$ cat src/rtl/pipe_pkg.sv
// Shared definitions for the pipeline sequencer.
//  state_t : sequencer state encoding
//  PC_*    : pc_sel codes driven to the fetch stage
package pipe_pkg;

  typedef enum logic [1:0] {
    RUN      = 2'd0,
    MD_WAIT  = 2'd1,
    MEM_WAIT = 2'd2
  } state_t;

  localparam logic [1:0] PC_SEQ = 2'b00;
  localparam logic [1:0] PC_BR  = 2'b01;
  localparam logic [1:0] PC_EXC = 2'b10;

endpackage

$ cat src/rtl/md_timer.sv
// Fixed-latency mult/div timer: loadable down-counter.
//  clk   : core clock
//  _rst  : synchronous active-low reset
//  go    : load LAT-1 (start of a mult/div operation)
//  abort : clear the counter
//  zero  : counter is at zero
module md_timer #(
  parameter int unsigned LAT = 32
) (
  input  logic clk,
  input  logic _rst,
  input  logic go,
  input  logic abort,
  output logic zero
);

  localparam logic [7:0] LOAD = 8'(LAT - 1);

  logic [7:0] cnt;

  always_ff @(posedge clk) begin
    if (!_rst) begin
      cnt <= '0;
    end else if (abort) begin
      cnt <= '0;
    end else if (go) begin
      cnt <= LOAD;
    end else if (cnt != '0) begin
      cnt <= cnt - 8'd1;
    end
  end

  assign zero = (cnt == '0);

endmodule

$ cat src/rtl/pipe_ctrl.sv
// Central pipeline sequencer for the 5-stage core.
// Merges load-use stall, mult/div occupancy, data-memory wait, branch and
// exception redirects into stage enables, bubble inserts and pc_sel.
//  clk, _rst                        : clock, synchronous active-low reset
//  _stall_en                        : load-use hazard (0 = stall)
//  exe_md, mem_req, mem_ready       : mult/div in EXE, memory access / completion
//  br_taken, exc_req                : branch redirect, exception redirect
//  if_en..wb_en                     : pipeline register load enables
//  bub_ifid, bub_idexe, bub_exemem  : NOP inserts
//  pc_sel                           : PC_SEQ / PC_BR / PC_EXC
//  md_go, md_abort, md_busy         : mult/div unit control and status
//  stall_cnt                        : saturating count of cycles with if_en==0
module pipe_ctrl
  import pipe_pkg::*;
#(
  parameter int unsigned MD_LAT = 32,
  parameter int unsigned CNT_W  = 32
) (
  input  logic             clk,
  input  logic             _rst,
  input  logic             _stall_en,
  input  logic             exe_md,
  input  logic             mem_req,
  input  logic             mem_ready,
  input  logic             br_taken,
  input  logic             exc_req,
  output logic             if_en,
  output logic             id_en,
  output logic             exe_en,
  output logic             mem_en,
  output logic             wb_en,
  output logic             bub_ifid,
  output logic             bub_idexe,
  output logic             bub_exemem,
  output logic [1:0]       pc_sel,
  output logic             md_go,
  output logic             md_abort,
  output logic             md_busy,
  output logic [CNT_W-1:0] stall_cnt
);

  state_t state;
  state_t state_nxt;
  logic   md_zero;
  logic   mem_stall;

  assign mem_stall = mem_req && !mem_ready;

  md_timer #(.LAT(MD_LAT)) u_md_timer (
    .clk   (clk),
    ._rst  (_rst),
    .go    (md_go),
    .abort (md_abort),
    .zero  (md_zero)
  );

  always_comb begin
    if_en      = 1'b1;
    id_en      = 1'b1;
    exe_en     = 1'b1;
    mem_en     = 1'b1;
    wb_en      = 1'b1;
    bub_ifid   = 1'b0;
    bub_idexe  = 1'b0;
    bub_exemem = 1'b0;
    pc_sel     = PC_SEQ;
    md_go      = 1'b0;
    md_abort   = 1'b0;
    md_busy    = 1'b0;
    state_nxt  = state;

    if (!_rst) begin
      {if_en, id_en, exe_en, mem_en, wb_en} = '0;
      {bub_ifid, bub_idexe, bub_exemem}     = '1;
      state_nxt = RUN;
    end else begin
      unique case (state)
        RUN: begin
          if (exc_req) begin
            pc_sel = PC_EXC;
            {bub_ifid, bub_idexe, bub_exemem} = '1;
          end else if (mem_stall) begin
            {if_en, id_en, exe_en, mem_en, wb_en} = '0;
            state_nxt = MEM_WAIT;
          end else if (exe_md) begin
            md_go      = 1'b1;
            if_en      = 1'b0;
            id_en      = 1'b0;
            exe_en     = 1'b0;
            bub_exemem = 1'b1;
            state_nxt  = MD_WAIT;
          end else if (!_stall_en) begin
            if_en     = 1'b0;
            id_en     = 1'b0;
            bub_idexe = 1'b1;
          end else if (br_taken) begin
            pc_sel = PC_BR;
          end
        end
        MEM_WAIT: begin
          // Exceptions are held by MEM until the access completes.
          {if_en, id_en, exe_en, mem_en, wb_en} = '0;
          if (mem_ready) state_nxt = RUN;
        end
        MD_WAIT: begin
          md_busy = 1'b1;
          if (exc_req) begin
            md_abort = 1'b1;
            pc_sel   = PC_EXC;
            {bub_ifid, bub_idexe, bub_exemem} = '1;
            state_nxt = RUN;
          end else begin
            if_en      = 1'b0;
            id_en      = 1'b0;
            exe_en     = 1'b0;
            bub_exemem = 1'b1;
            // A memory wait overlaps the mult/div; it only takes over
            // the FSM once the timer has expired.
            if (mem_stall) begin
              mem_en = 1'b0;
              wb_en  = 1'b0;
            end
            if (md_zero) state_nxt = mem_stall ? MEM_WAIT : RUN;
          end
        end
        default: state_nxt = RUN;
      endcase
    end
  end

  always_ff @(posedge clk) begin
    if (!_rst) begin
      state <= RUN;
    end else begin
      state <= state_nxt;
    end
  end

  always_ff @(posedge clk) begin
    if (!_rst) begin
      stall_cnt <= '0;
    end else if (!if_en && (stall_cnt != '1)) begin
      stall_cnt <= stall_cnt + CNT_W'(1);
    end
  end

endmodule

$ cat config.mk
export PLATFORM = sky130hd
export DESIGN_NAME = pipe_ctrl
export DESIGN_NICKNAME = d
export VERILOG_FILES = /design/src/rtl/pipe_pkg.sv /design/src/rtl/md_timer.sv /design/src/rtl/pipe_ctrl.sv
export SDC_FILE = /design/constraint.sdc
export NUM_CORES = 1
export LEC_CHECK = 0
export CAP_MARGIN = 20
export CORE_MARGIN = 5
export CORE_UTILIZATION = 49
export DETAILED_ROUTE_END_ITERATION = 8
export PLACE_DENSITY = 0.85
export SYNTH_ARGS = -nofsm -noshare
export SYNTH_HDL_FRONTEND = slang
export SYNTH_SLANG_ARGS = --single-unit
$ cat constraint.sdc
create_clock -name clk -period 2.3 [get_ports clk]
set_clock_uncertainty 0.15 [all_clocks]
set_input_delay 0.46 -clock clk [delete_from_list [all_inputs] [get_ports clk]]
set_output_delay 0.46 -clock clk [all_outputs]
set_load 0.005 [all_outputs]
After elaboration in Yosys (flattened, before gate mapping)
Index checks and enable logic that the tools add are counted.
{ "totals": {"n_memories": 0, "output_inout_bits": 45, "romBits": 0, "wordCells": 80, "ramBits": 0, "reg_bits": 42, "latchBits": 0} }
{ "classes": {"mul": 0, "eq_ne": 7, "addsub": 2, "n_shift": 0, "n_reduce_logical": 12, "mux": 54, "n_div": 0, "magnitude_cmp": 0, "n_bitwise": 1} }
{ "ops": {"columns": ["cell", "count"], "rows": [
  ["1-bit 2-to-1 mux", 35],
  ["32-bit by 1-bit adder with 32-bit output (second input constant)", 1],
  ["32-bit inequality test (second input constant)", 1],
  ["2-bit 2-to-1 mux", 10],
  ["5-bit 2-to-1 mux", 2],
  ["8-bit zero test", 1],
  ["8-bit nonzero test", 1],
  ["8-bit by 1-bit subtractor with 8-bit output (second input constant)", 1],
  ["3-bit inequality test (second input constant)", 2],
  ["1-bit one-hot mux with 2 select lines", 3],
  ["1-bit one-hot mux with 3 select lines", 2],
  ["2-bit one-hot mux with 3 select lines", 1],
  ["2-bit inequality test (second input constant)", 2],
  ["2-bit one-hot mux with 2 select lines", 1],
  ["4-bit AND reduction", 1],
  ["2-bit OR reduction", 2],
  ["3-bit OR reduction", 1],
  ["2-bit by 1-bit == test with 1-bit output (second input constant)", 1],
  ["2-bit == test (second input constant)", 1],
  ["1-bit logical AND", 2],
  ["1-bit zero test", 2],
  ["2-bit zero test", 1],
  ["2-bit nonzero test", 1],
  ["1-bit NOT", 1]
]} }

Depth between registers and ports, before layout
Gate-level depths: netlist (run 1).
{ "depth": {"ltp_word": 8, "depth_mapped": 9, "ltp_nobuf": 6} }

By module
Synthesis (run 1) repeated with hierarchy kept, for this count alone.
{ "hier_totals": {"hier_cells": 299, "hier_area_um2": 2474.9} }
{ "by_module_without_submodules": {"columns": ["mod", "seq_area_each_um2", "area_each_um2", "n_inst", "cells_per_inst"], "rows": [
  ["pipe_ctrl", 680.7, 2025.7, 1, 247],
  ["md_timer", 160.2, 449.2, 1, 52]
]} }

Worst setup path before layout (run 1)
Ideal clock, no wire load.
{ "synth_path": {"path_kind": "input port to flip-flop", "startpoint": "in exc_req", "endpoint": "reg stall_cnt[13]", "t_arrival_ns": 1.979, "t_required_ns": 2.080, "slack_ns": 0.101, "cell_stages": 8, "cell_sequence": "buf_6 mux2_4 a32oi_4 inv_2 a31o_4 buf_6 or4_1 a21oi_1"} }
{ "synth_via": {"elab_chain_len": 5, "elab_cells_between_ends": 6, "classes_between": "mux (4); reduce/logical (2)"} }
{ "synth_rtl": {"columns": ["element", "line", "rtl"], "rows": [
  ["start, declared", "pipe_ctrl.sv:26", "input logic exc_req,"],
  ["1-bit 2-to-1 mux (on tied branches)", null, null],
  ["1-bit one-hot mux with 3 select lines (*)", null, null],
  ["1-bit 2-to-1 mux (*)", null, null],
  ["net id_en", "pipe_ctrl.sv:28", "output logic id_en,"],
  ["1-bit zero test (*)", "pipe_ctrl.sv:142", "end else if (!if_en && (stall_cnt != '1)) begin"],
  ["1-bit logical AND (*)", "pipe_ctrl.sv:142", null],
  ["end signal, assigned", "pipe_ctrl.sv:143", "stall_cnt <= stall_cnt + CNT_W'(1);"],
  ["end, declared", "pipe_ctrl.sv:39", "output logic [CNT_W-1:0] stall_cnt"]
]} }
Mark *: on every way through the listed nets, which the timed path passes. The rest lies on a longest branch.
A chain may end at the register's enable or synchronous reset.

Final worst setup path (run 1)
{ "layout_path": {"startpoint": "reg state[1]", "endpoint": "reg stall_cnt[9]"} }
{ "layout_via": {"elab_chain_len": 5, "elab_cells_between_ends": 7, "classes_between": "eq/ne (2); mux (2); reduce/logical (3)"} }
{ "layout_rtl": {"columns": ["element", "line", "rtl"], "rows": [
  ["start, declared", "pipe_ctrl.sv:42", "state_t state;"],
  ["start signal, assigned", "pipe_ctrl.sv:135", "state <= state_nxt;"],
  ["2-bit by 1-bit == test with 1-bit output, or another cell as far along", "pipe_ctrl.sv:77", "unique case (state)"],
  ["1-bit one-hot mux with 3 select lines (*)", "pipe_ctrl.sv:77", null],
  ["1-bit 2-to-1 mux (*)", "pipe_ctrl.sv:72", "if (!_rst) begin"],
  ["1-bit zero test (*)", "pipe_ctrl.sv:142", null],
  ["1-bit logical AND (*)", "pipe_ctrl.sv:142", null]
]} }
Mark *: on every way between the ends. The rest lies on a longest branch, timed or not.

==> results.md, run 1 <==
- Global route overflow: 0
- Clock sinks: 42
- Total track usage: 21.1%
- Crit end category: flop
- Register area share after synthesis: 37.2%
- Worst-skew pair later-pin latency: 300 ps
- Design Power: 1.94 mW
- Die height: 77.9 um
- WHS Path Cells: 2
- Initial DRC Count: 261
- Placer Congestion: 0.841
- Antenna violations before repair: 0
- Area growth, synth to finish: 44.8%
- Cells after synthesis: 280
- Peak VDD IR: 0.557 mV
- Lkg Pwr: 1.20 nW
- First-pass GRT wire length: 10,700 um
- Synth Register Bits: 42
- Placed cells: 408
- Antenna cells: 0
- Netlist Area Pre-Place: 2260 um^2
- Placed Area: 3050 um^2
- Pre-CTS setup slack: -485 ps
- PD cells: 592 nW/um^2
- Worst hold slack: 340 ps
- Fin cells: 421
- Final setup fails: 0
- CP Class: flop to flop
- Fmax: 437 MHz
- Post-synth net total: 291
- DR vias/cell: 5.90
- Largest net degree at the start of global routing: 28
- Share of layout cells above drive strength 1: 22.5%
- Cts-stage hold buffer count: 0
- Die area: 6080 um^2
- Max-slew headroom: 67.8%
- Die W: 77.9 um
- Number of cell rows: 24
- Root Driver: clkbuf_8
- Avg Inst Size Synth: 8.08 um^2
- CTS Buf Count: 5
- Port-buffer cells: 52
- R2r setup slk: 10 ps
- Vias: 2,485
- Residual DRC count: 0
- # IOs: 53
- CP startpoint kind: flop
- Minimum clock period after layout: 2290 ps
- RSZ-0062 raised after global routing: yes
- CTS tree: built
- Distinct cell type count after synthesis: 41
- Nets: 381
- Core area: 4410 um^2
- Max-cap violations: 0
- Final Util: 74.2%
- Number of warnings issued by yosys: 0
- Final Max Slew Viols: 0
- Worst hold path class: flop to flop
- Final Cell Area: 3280 um^2
- Antenna-violating nets left: 0
- Total Wirelength: 6650 um
- Htree depth: 2
- Clk buf depth: 2
- Vias in the first global route: 2,358
- CP max FO: 9
- Effective utilization at floorplan: 51.2%
- Final hold violations: 0
- Critical Path AT: 2370 ps
- Fin crit share: 99.4%
- Clock-pin slew on the worst setup and hold paths: 70 ps
- Total negative slack: 0 ps
- DP Wirelength: 4450 um
- Reg2Reg Depth: 8
- Wirelength per Cell: 15.8 um
- Drt first pass iters: 4
- Worst setup slack after layout: 14.1 ps
- Worst Tran Pin Value: 479 ps
- Worst endpoint required time: 2380 ps
- Status: finished clean
## power breakdown
group,internal [mW],switching (mW)
logic,0.293,0.300
registers,0.803,0.0694
clock network,0.232,0.241
## per-layer routing
layer / GRT usage (%) / vias up / part of all wire, %
met2: 36.4 / 79 / 51
met5: 0 / - / 0
met1: 25.5 / 1181 / 42
li1: - / 1217 / -
met4: 6.42 / 0 / 1.3
met3: 5.44 / 8 / 6.0
## cell usage in the layout, fill, tap and decap left out, types with 6 or more instances in the layout
cell	instances
clkdlybuf4s50_1	34
nand2_1	23
nor4_1	6
or3_1	11
dfxtp_1	39
o31ai_1	10
nand3_1	10
nor2_1	18
clkbuf_8	6
dlygate4sd2_1	11
nor3_1	8
buf_4	39
a21oi_1	27
or4_1	9
nand4_1	10
inv_1	9
o21ai_0	16
## sequential cells by signal, summed over array words and instances, names as in the netlist
| register | flops |
|---|---|
| stall_cnt | 32 |
| state | 2 |
| u_md_timer.cnt | 8 |
## final timing paths
check                                   start             to
worst min-delay path            stall_cnt[31]  stall_cnt[31]
worst max register to register       state[1]   stall_cnt[9]
worst min register to register  stall_cnt[31]  stall_cnt[31]
worst max-delay path                 state[1]   stall_cnt[9]
## critical path: stages (launching register included)
cell	delay, ps
dfxtp_4	390
mux2_4	310
a32oi_4	220
inv_2	80
buf_6	140
a31o_4	240
buf_4	170
or3_4	380
a21oi_2	140
## kinds of logic after synthesis
family | after synthesis | synth area share [%]
fa+ha+maj | 3 | 1.66
buf+inv | 23 | 4.87
xor+xnor | 10 | 3.87
compound gates | 72 | 20.1
simple gates | 127 | 30.8
flops | 42 | 37.2
mux | 3 | 1.55
## synthesized netlist by cell type
cell type | number | area (um^2)
ha_1 | 3 | 37.5
and3_1 | 4 | 25.0
a211oi_1 | 1 | 7.51
o2111ai_1 | 1 | 8.76
or3_2 | 1 | 7.51
nor4_1 | 8 | 50.1
or4b_1 | 1 | 10.0
nor3_2 | 1 | 10.0
inv_2 | 1 | 3.75
o311ai_0 | 1 | 8.76
nor2_1 | 18 | 67.6
or2_2 | 2 | 12.5
o21a_1 | 4 | 30.0
buf_6 | 2 | 22.5
nand3_1 | 11 | 55.1
a31o_4 | 1 | 17.5
buf_2 | 1 | 5.00
xor2_1 | 5 | 43.8
mux2i_1 | 2 | 20.0
or4_1 | 12 | 90.1
a21oi_1 | 31 | 155
nor3_1 | 9 | 45.0
a31oi_1 | 1 | 6.26
and2_1 | 3 | 18.8
clkinv_1 | 1 | 3.75
inv_1 | 9 | 33.8
or3_1 | 13 | 81.3
o31ai_1 | 11 | 82.6
and4_1 | 3 | 26.3
a2111o_1 | 1 | 11.3
nand2b_1 | 7 | 43.8
nand2_1 | 24 | 90.1
a32oi_4 | 1 | 27.5
clkbuf_1 | 7 | 26.3
o21ai_0 | 17 | 85.1
xnor2_1 | 5 | 43.8
o21bai_1 | 2 | 15.0
buf_4 | 2 | 15.0
mux2_4 | 1 | 15.0
dfxtp_1 | 42 | 841
nand4_1 | 10 | 62.6
## area by class of cell
| type | count | area, um^2 |
|---|---|---|
| fill | 327 | 1140 |
| sequential | 42 | 847 |
| tap | 52 | 65.1 |
| multi-input combinational | 216 | 1420 |
| clock buffer | 6 | 82.6 |
| inverter | 11 | 41.3 |
| timing repair buffer | 94 | 825 |
## what timing repair did
action / 4_1_cts / 5_1_grt
buffers inserted: 3 / 3
gates cloned: 0 / 1
setup endpoints to repair: 26 / 18
resized for setup: 35 / 23
pin swaps: 2 / 5
Power figures use the tool's default switching activity.
==> inputs of run 2 (changes only) <==
--- a/config.mk
+++ b/config.mk
@@ -8,6 +8,7 @@
 export CAP_MARGIN = 20
 export CORE_MARGIN = 5
 export CORE_UTILIZATION = 49
+export CTS_CLUSTER_DIAMETER = 200
 export DETAILED_ROUTE_END_ITERATION = 8
 export PLACE_DENSITY = 0.85
 export SYNTH_ARGS = -nofsm -noshare
==> results of run 2 <==
Same layout as run 1: the final DEF is identical, and so are final timing and power.
